--- src/rtl/des_core.sv ---
// rtl/des_core.sv - iterative DES core, one Feistel round per clock, free-running
// Optional key byte parity flag enabled by DES_KEY_PARITY_EN.
module des_core (
    output logic [0:63] desOut,
    input  logic [0:63] desIn,
    input  logic [0:63] key,
    input  logic        decrypt,
    input  logic        clk,
    input  logic        rst_n,
    output logic        done
`ifdef DES_KEY_PARITY_EN
    ,
    output logic        key_parity_err
`endif
);

    localparam int IP_T [64] = '{58,50,42,34,26,18,10,2, 60,52,44,36,28,20,12,4,
                                 62,54,46,38,30,22,14,6, 64,56,48,40,32,24,16,8,
                                 57,49,41,33,25,17,9,1,  59,51,43,35,27,19,11,3,
                                 61,53,45,37,29,21,13,5, 63,55,47,39,31,23,15,7};
    localparam int FP_T [64] = '{40,8,48,16,56,24,64,32, 39,7,47,15,55,23,63,31,
                                 38,6,46,14,54,22,62,30, 37,5,45,13,53,21,61,29,
                                 36,4,44,12,52,20,60,28, 35,3,43,11,51,19,59,27,
                                 34,2,42,10,50,18,58,26, 33,1,41,9,49,17,57,25};
    localparam int E_T [48] = '{32,1,2,3,4,5, 4,5,6,7,8,9, 8,9,10,11,12,13,
                                12,13,14,15,16,17, 16,17,18,19,20,21,
                                20,21,22,23,24,25, 24,25,26,27,28,29, 28,29,30,31,32,1};
    localparam int P_T [32] = '{16,7,20,21,29,12,28,17, 1,15,23,26,5,18,31,10,
                                2,8,24,14,32,27,3,9, 19,13,30,6,22,11,4,25};
    localparam int PC1_T [56] = '{57,49,41,33,25,17,9, 1,58,50,42,34,26,18,
                                  10,2,59,51,43,35,27, 19,11,3,60,52,44,36,
                                  63,55,47,39,31,23,15, 7,62,54,46,38,30,22,
                                  14,6,61,53,45,37,29, 21,13,5,28,20,12,4};
    localparam int PC2_T [48] = '{14,17,11,24,1,5, 3,28,15,6,21,10, 23,19,12,4,26,8,
                                  16,7,27,20,13,2, 41,52,31,37,47,55, 30,40,51,45,33,48,
                                  44,49,39,56,34,53, 46,42,50,36,29,32};
    // Each S-box is 64 nibbles, row-major (row*16+col), first nibble in the top bits.
    localparam logic [255:0] SBOX [8] = '{
        256'hE4D12FB83A6C5907_0F74E2D1A6CB9538_41E8D62BFC973A50_FC8249175B3EA06D,
        256'hF18E6B34972DC05A_3D47F28EC01A69B5_0E7BA4D158C6932F_D8A13F42B67C05E9,
        256'hA09E63F51DC7B428_D709346A285ECBF1_D6498F30B12C5AE7_1AD069874FE3B52C,
        256'h7DE3069A1285BC4F_D8B56F03472C1AE9_A690CB7DF13E5284_3F06A1D8945BC72E,
        256'h2C417AB6853FD0E9_EB2C47D150FA3986_421BAD78F9C5630E_B8C71E2D6F09A453,
        256'hC1AF92680D34E75B_AF427C9561DE0B38_9EF528C3704A1DB6_432C95FABE17608D,
        256'h4B2EF08D3C975A61_D0B7491AE35C2F86_14BDC37EAF680592_6BD814A7950FE23C,
        256'hD2846FB1A93E50C7_1FD8A374C56B0E92_7B419CE206ADF358_21E74A8DFC90356B};

    function automatic logic [63:0] ip_perm(input logic [63:0] v);
        for (int i = 0; i < 64; i++) ip_perm[63-i] = v[64-IP_T[i]];
    endfunction

    function automatic logic [63:0] fp_perm(input logic [63:0] v);
        for (int i = 0; i < 64; i++) fp_perm[63-i] = v[64-FP_T[i]];
    endfunction

    function automatic logic [55:0] pc1(input logic [63:0] v);
        for (int i = 0; i < 56; i++) pc1[55-i] = v[64-PC1_T[i]];
    endfunction

    function automatic logic [47:0] pc2(input logic [55:0] v);
        for (int i = 0; i < 48; i++) pc2[47-i] = v[56-PC2_T[i]];
    endfunction

    // Left moves bits toward the MSB (FIPS bit 1); right by 0 leaves the half unchanged.
    function automatic logic [27:0] rot28(input logic [27:0] v, input logic [1:0] n,
                                          input logic right);
        logic [55:0] dbl;
        dbl = {v, v};
        rot28 = right ? dbl[27+int'(n) -: 28] : dbl[55-int'(n) -: 28];
    endfunction

    function automatic logic [31:0] feistel(input logic [31:0] r, input logic [47:0] k);
        logic [47:0]  x;
        logic [31:0]  s;
        logic [5:0]   six;
        logic [255:0] sb;
        int           idx;
        for (int i = 0; i < 48; i++) x[47-i] = r[32-E_T[i]];
        x = x ^ k;
        for (int j = 0; j < 8; j++) begin
            six = x[47-6*j -: 6];
            sb  = SBOX[j];
            idx = 32'({six[5], six[0], six[4:1]});
            s[31-4*j -: 4] = sb[255-4*idx -: 4];
        end
        for (int i = 0; i < 32; i++) feistel[31-i] = s[32-P_T[i]];
    endfunction

    logic [4:0]  rnd_q, rnd_d;
    logic [31:0] l_q, l_d, r_q, r_d, f_w;
    logic [27:0] c_q, c_d, d_q, d_d, c_rot, d_rot;
    logic        mode_q, mode_d, done_q, done_d;
    logic [63:0] out_q, out_d, ip_w;
    logic [55:0] cd_w;
    logic [1:0]  amt;

    assign ip_w = ip_perm(desIn);
    assign cd_w = pc1(key);

    always_comb begin
        rnd_d  = rnd_q;
        l_d    = l_q;
        r_d    = r_q;
        c_d    = c_q;
        d_d    = d_q;
        mode_d = mode_q;
        out_d  = out_q;
        done_d = 1'b0;
        if (rnd_q == 5'd1 || rnd_q == 5'd2 || rnd_q == 5'd9 || rnd_q == 5'd16)
            amt = (mode_q && rnd_q == 5'd1) ? 2'd0 : 2'd1;
        else
            amt = 2'd2;
        c_rot = rot28(c_q, amt, mode_q);
        d_rot = rot28(d_q, amt, mode_q);
        f_w   = feistel(r_q, pc2({c_rot, d_rot}));
        if (rnd_q == 5'd0) begin
            l_d    = ip_w[63:32];
            r_d    = ip_w[31:0];
            c_d    = cd_w[55:28];
            d_d    = cd_w[27:0];
            mode_d = decrypt;
            rnd_d  = 5'd1;
        end else begin
            l_d = r_q;
            r_d = l_q ^ f_w;
            c_d = c_rot;
            d_d = d_rot;
            if (rnd_q == 5'd16) begin
                out_d  = fp_perm({l_q ^ f_w, r_q});
                done_d = 1'b1;
                rnd_d  = 5'd0;
            end else begin
                rnd_d = rnd_q + 5'd1;
            end
        end
    end

    always_ff @(posedge clk) begin
        if (!rst_n) begin
            rnd_q  <= 5'd0;
            l_q    <= 32'h0;
            r_q    <= 32'h0;
            c_q    <= 28'h0;
            d_q    <= 28'h0;
            mode_q <= 1'b0;
            out_q  <= 64'h0;
            done_q <= 1'b0;
        end else begin
            rnd_q  <= rnd_d;
            l_q    <= l_d;
            r_q    <= r_d;
            c_q    <= c_d;
            d_q    <= d_d;
            mode_q <= mode_d;
            out_q  <= out_d;
            done_q <= done_d;
        end
    end

    assign desOut = out_q;
    assign done   = done_q;

`ifdef DES_KEY_PARITY_EN
    logic par_q, par_d;

    // Every DES key byte must carry odd parity.
    always_comb begin
        par_d = par_q;
        if (rnd_q == 5'd0) begin
            par_d = 1'b0;
            for (int b = 0; b < 8; b++) if (~^key[8*b +: 8]) par_d = 1'b1;
        end
    end

    always_ff @(posedge clk) begin
        if (!rst_n) par_q <= 1'b0;
        else        par_q <= par_d;
    end

    assign key_parity_err = par_q;
`endif

endmodule

--- config.mk ---
export PLATFORM = sky130hd
export DESIGN_NAME = des_core
export DESIGN_NICKNAME = d
export VERILOG_FILES = /design/src/rtl/des_core.sv
export SDC_FILE = /design/constraint.sdc
export NUM_CORES = 1
export LEC_CHECK = 0
export CORE_UTILIZATION = 45
export DETAILED_ROUTE_END_ITERATION = 16
export PLACE_DENSITY = 0.7
export SETUP_SLACK_MARGIN = 0.02
export SYNTH_ARGS = -nofsm -noshare
export SYNTH_HDL_FRONTEND = slang
export SYNTH_SLANG_ARGS = --single-unit
--- constraint.sdc ---
create_clock -name clk -period 4.4 [get_ports clk]
set_clock_uncertainty 0.15 [all_clocks]
set_input_delay 0.88 -clock clk [delete_from_list [all_inputs] [get_ports clk]]
set_output_delay 0.88 -clock clk [all_outputs]
set_load 0.1 [all_outputs]
==> flow_summary.json, run 1 <==
{
  "irDropWorstVdd_v": 0.000409,
  "floorplan.core_area_um2": 32700,
  "cts_tree": "done",
  "synth.lib_cells_used.distinct": 99,
  "cts_root_buffer": "sky130_fd_sc_hd__clkbuf_16",
  "synth.most_common_cell": "sky130_fd_sc_hd__nand2_1",
  "hold_viol": 0,
  "cts_htree_levels": 4,
  "post_synth_net_total": 2139,
  "totalPowerFinal_mw": 16.2,
  "floorplan.initialDensity_pct": 45.9,
  "timing.max_cap.violations": 0,
  "firstDrtPassIters": 5,
  "tightest_slew_ns": 1.02,
  "core.rowCount": 66,
  "run_status": "finished clean",
  "post_drt_via_cell_ratio": 6.07,
  "crit-reg2reg-launch": "rnd_q[0]",
  "final_max_slew_viol_count": 0,
  "finalCriticalPeriod_ns": 4.26,
  "number_of_synthesis_warnings": 0,
  "cts_buffers": 17,
  "routed_wire_length_per_instance_um": 20.3,
  "overflow": 0,
  "clk_latency_ns": 0.47,
  "areaGrowthSynthToFinish_pct": 32.1,
  "criticalPathCategory": "register to register",
  "synth.avg_cell_area_um2": 7.70,
  "number_of_enable_type_register_cells_in_the_synthesized_netlist": 0,
  "dpl.cell_count": 2627,
  "cell_area_after_placement_um2": 18500,
  "r2r_slack_ns": 0.14,
  "clock_path_buffers": 2,
  "max_freq_ghz": 0.235,
  "fin_setup_tns_ns": 0,
  "grt_use_total_pct": 30.9,
  "place.port_buffers": 187,
  "synthCells": 1949,
  "net_count_final": 2415,
  "r2r.worst_path.cells": 20,
  "grt_max_degree": 86,
  "netlist_top_cells_count": "sky130_fd_sc_hd__nand2_1, sky130_fd_sc_hd__dfxtp_1, sky130_fd_sc_hd__nor2_1, sky130_fd_sc_hd__a21oi_1, sky130_fd_sc_hd__o21ai_0",
  "synth_seq_cells": 191,
  "stdcell_count": 2680,
  "post-synth-top-area-fraction_pct": 25.5,
  "die-area_um2": 34100,
  "drtAntennaViolNets": 0,
  "place.gp.congestion": 0.926,
  "worst_setup_path_start_kind": "register",
  "startpoint": "rnd_q[0]",
  "layout_cells_sized_above_1_pct": 20.2,
  "wirelength_um": 54300,
  "synthDominantAreaCellType": "sky130_fd_sc_hd__dfxtp_1",
  "yosys-top-cells-area": "sky130_fd_sc_hd__dfxtp_1, sky130_fd_sc_hd__nand2_1, sky130_fd_sc_hd__a21oi_1",
  "ioPinCount": 196,
  "endpoint": "r_q[25]",
  "postLayoutCoreUtil_pct": 60.6,
  "worstReg2RegEnd": "r_q[25]",
  "min_delay_startpoint": "desOut[28]",
  "die_height_um": 185,
  "seq_area_frac_synth_pct": 25.5,
  "first_global_vias": 14900,
  "cp.arrival_ns": 4.49,
  "first_pass_grt_wire_length_um": 82300,
  "vias": 16300,
  "slew-limit-headroom_pct": 31.6,
  "synth_flop_type": "sky130_fd_sc_hd__dfxtp_1",
  "syn-cell-area_um2": 15000,
  "antenna_found_initial": 0,
  "finish.instance_area_um2": 19800,
  "power.leakage_nw": 7.66,
  "worst_ep_required_time_ns": 4.63,
  "dieWidth_um": 185,
  "first_iter_violations": 1524,
  "clk_transition_reported_paths_ns": 0.08,
  "insertedDiodeCount": 0,
  "async_sr_flop_fraction_pct": 0,
  "cp-end-kind": "register",
  "hpwlAfterDp_um": 39100,
  "finalSetupViolations": 0,
  "path_max_fanout": 12,
  "post-route-period-util_pct": 96.9,
  "cts.sinks": 191,
  "detail_route.drc_violations": 0,
  "hp-class": "register to register",
  "total_power_divided_by_cell_area_nw_per_um2": 819
}
-- metal layers --
metal | vias up | share of wire (%) | global-route usage [%]
li1 | 7626 | - | -
met1 | 7774 | 43 | 43.1
met2 | 784 | 46 | 48.8
met3 | 71 | 8.9 | 5.49
met4 | 0 | 2.1 | 8.13
met5 | - | 0 | 0
-- sequential cells by signal (all words and copies together) (netlist names) --
name	flops
desOut	64
l_q	32
r_q	32
c_q	28
d_q	28
rnd_q	5
done	1
mode_q	1
-- worst max-delay path, cell delays in order (launching register included) --
cell,delay [ns]
sky130_fd_sc_hd__dfxtp_1,0.36
sky130_fd_sc_hd__inv_2,0.10
sky130_fd_sc_hd__ha_2,0.21
sky130_fd_sc_hd__nand2b_4,0.07
sky130_fd_sc_hd__a221oi_4,0.32
sky130_fd_sc_hd__buf_12,0.18
sky130_fd_sc_hd__buf_16,0.15
sky130_fd_sc_hd__nand2_1,0.06
sky130_fd_sc_hd__a32oi_1,0.25
sky130_fd_sc_hd__buf_4,0.19
sky130_fd_sc_hd__xor2_4,0.19
sky130_fd_sc_hd__buf_4,0.15
sky130_fd_sc_hd__inv_2,0.05
sky130_fd_sc_hd__ha_1,0.23
sky130_fd_sc_hd__nand2b_1,0.15
sky130_fd_sc_hd__a21o_1,0.21
sky130_fd_sc_hd__and2_1,0.15
sky130_fd_sc_hd__a311oi_1,0.27
sky130_fd_sc_hd__a22oi_1,0.19
sky130_fd_sc_hd__or4_1,0.46
sky130_fd_sc_hd__o211ai_1,0.09
-- how the worst min path moves through the flow --
stage / endpoint / slack (ns) / cells past startpoint
after floorplan: desOut[46] / 0.31 / 2
after global placement: desOut[50] / 0.30 / 2
after detailed placement: desOut[22] / 0.30 / 2
after CTS: desOut[18] / 0.31 / 2
after global routing: desOut[12] / 0.33 / 2
final: desOut[28] / 0.31 / 2
-- through the flow --
| stage | worst slack [ns] | hold slack (ns) |
|---|---|---|
| 2_1_floorplan | 0.0615 | 0.307 |
| 3_3_place_gp | 0.0713 | 0.295 |
| 3_5_place_dp | -0.0228 | 0.298 |
| 4_1_cts | 0.0207 | 0.309 |
| 5_1_grt | -0.0412 | 0.328 |
| 6_report | 0.139 | 0.309 |
-- cells in the final DEF (no fill, tap or decap), types with 13 or more instances in the layout --
cell type / netlist / routed
sky130_fd_sc_hd__xnor2_2: 9 / 17
sky130_fd_sc_hd__o211ai_1: 23 / 23
sky130_fd_sc_hd__clkbuf_16: 0 / 20
sky130_fd_sc_hd__mux2i_1: 79 / 76
sky130_fd_sc_hd__or3_1: 16 / 16
sky130_fd_sc_hd__ha_1: 59 / 52
sky130_fd_sc_hd__nand2b_1: 15 / 14
sky130_fd_sc_hd__mux4_2: 13 / 13
sky130_fd_sc_hd__mux2_2: 21 / 21
sky130_fd_sc_hd__dfxtp_1: 191 / 189
sky130_fd_sc_hd__o22ai_1: 24 / 21
sky130_fd_sc_hd__nand2_1: 296 / 296
sky130_fd_sc_hd__o221ai_1: 23 / 23
sky130_fd_sc_hd__inv_2: 7 / 14
sky130_fd_sc_hd__a211oi_1: 46 / 43
sky130_fd_sc_hd__nand4_1: 22 / 22
sky130_fd_sc_hd__buf_4: 8 / 222
sky130_fd_sc_hd__nor2_1: 175 / 167
sky130_fd_sc_hd__o21ai_0: 93 / 91
sky130_fd_sc_hd__inv_1: 34 / 27
sky130_fd_sc_hd__xor2_1: 27 / 24
sky130_fd_sc_hd__nor3_1: 85 / 83
sky130_fd_sc_hd__xnor2_1: 55 / 44
sky130_fd_sc_hd__nand3_1: 50 / 50
sky130_fd_sc_hd__a21oi_1: 163 / 160
sky130_fd_sc_hd__and3_1: 16 / 16
sky130_fd_sc_hd__clkdlybuf4s50_1: 0 / 186
sky130_fd_sc_hd__or4_1: 15 / 15
-- kinds of logic after synthesis --
kind of cell,count (synthesis),synth area share (%)
AND/OR/NAND/NOR,729,22.0
flip-flops,191,25.5
multiplexers,114,8.87
buffers and inverters,213,6.33
AO/OA/AOI/OAI,534,24.5
adder cells (fa/ha/maj),61,5.05
XOR/XNOR,107,7.87
-- report_power, final --
group,switching (mW),internal [mW],total (mW)
clock,0.842,0.827,1.67
sequential,0.574,1.99,2.57
combinational,6.46,5.55,12.0
-- cell type report --
class	instances	area [um2]
fillers	2930	12900
multi-input cells	1545	10800
repair buffers	427	3870
flip-flops and latches	191	3830
well taps	442	553
clock buffers	17	425
clock inverters	15	199
inverters	43	164
-- what timing repair did --
action / 4_1_cts / 5_1_grt
hold buffers: 0 / 0
gates resized for setup: 7 / 88
endpoints found under the setup margin: 6 / 63
pin swaps: 0 / 22
gates cloned: 0 / 3
setup buffers: 0 / 18
(Power assumes the default switching activity.)
==> inputs of run 2 (changes only) <==
--- a/config.mk
+++ b/config.mk
@@ -7,6 +7,7 @@
 export LEC_CHECK = 0
 export CORE_UTILIZATION = 45
 export DETAILED_ROUTE_END_ITERATION = 16
+export HOLD_SLACK_MARGIN = 0.05
 export PLACE_DENSITY = 0.7
 export SETUP_SLACK_MARGIN = 0.02
 export SYNTH_ARGS = -nofsm -noshare
==> results of run 2 <==
The final DEF is identical to that of run 1; final timing and power are the same.
==> inputs of run 3 (changes only) <==
--- a/config.mk
+++ b/config.mk
@@ -5,6 +5,7 @@
 export SDC_FILE = /design/constraint.sdc
 export NUM_CORES = 1
 export LEC_CHECK = 0
+export CAP_MARGIN = 20
 export CORE_UTILIZATION = 45
 export DETAILED_ROUTE_END_ITERATION = 16
 export HOLD_SLACK_MARGIN = 0.05
==> results of run 3 <==
The final DEF is identical to that of run 1; final timing and power are the same.
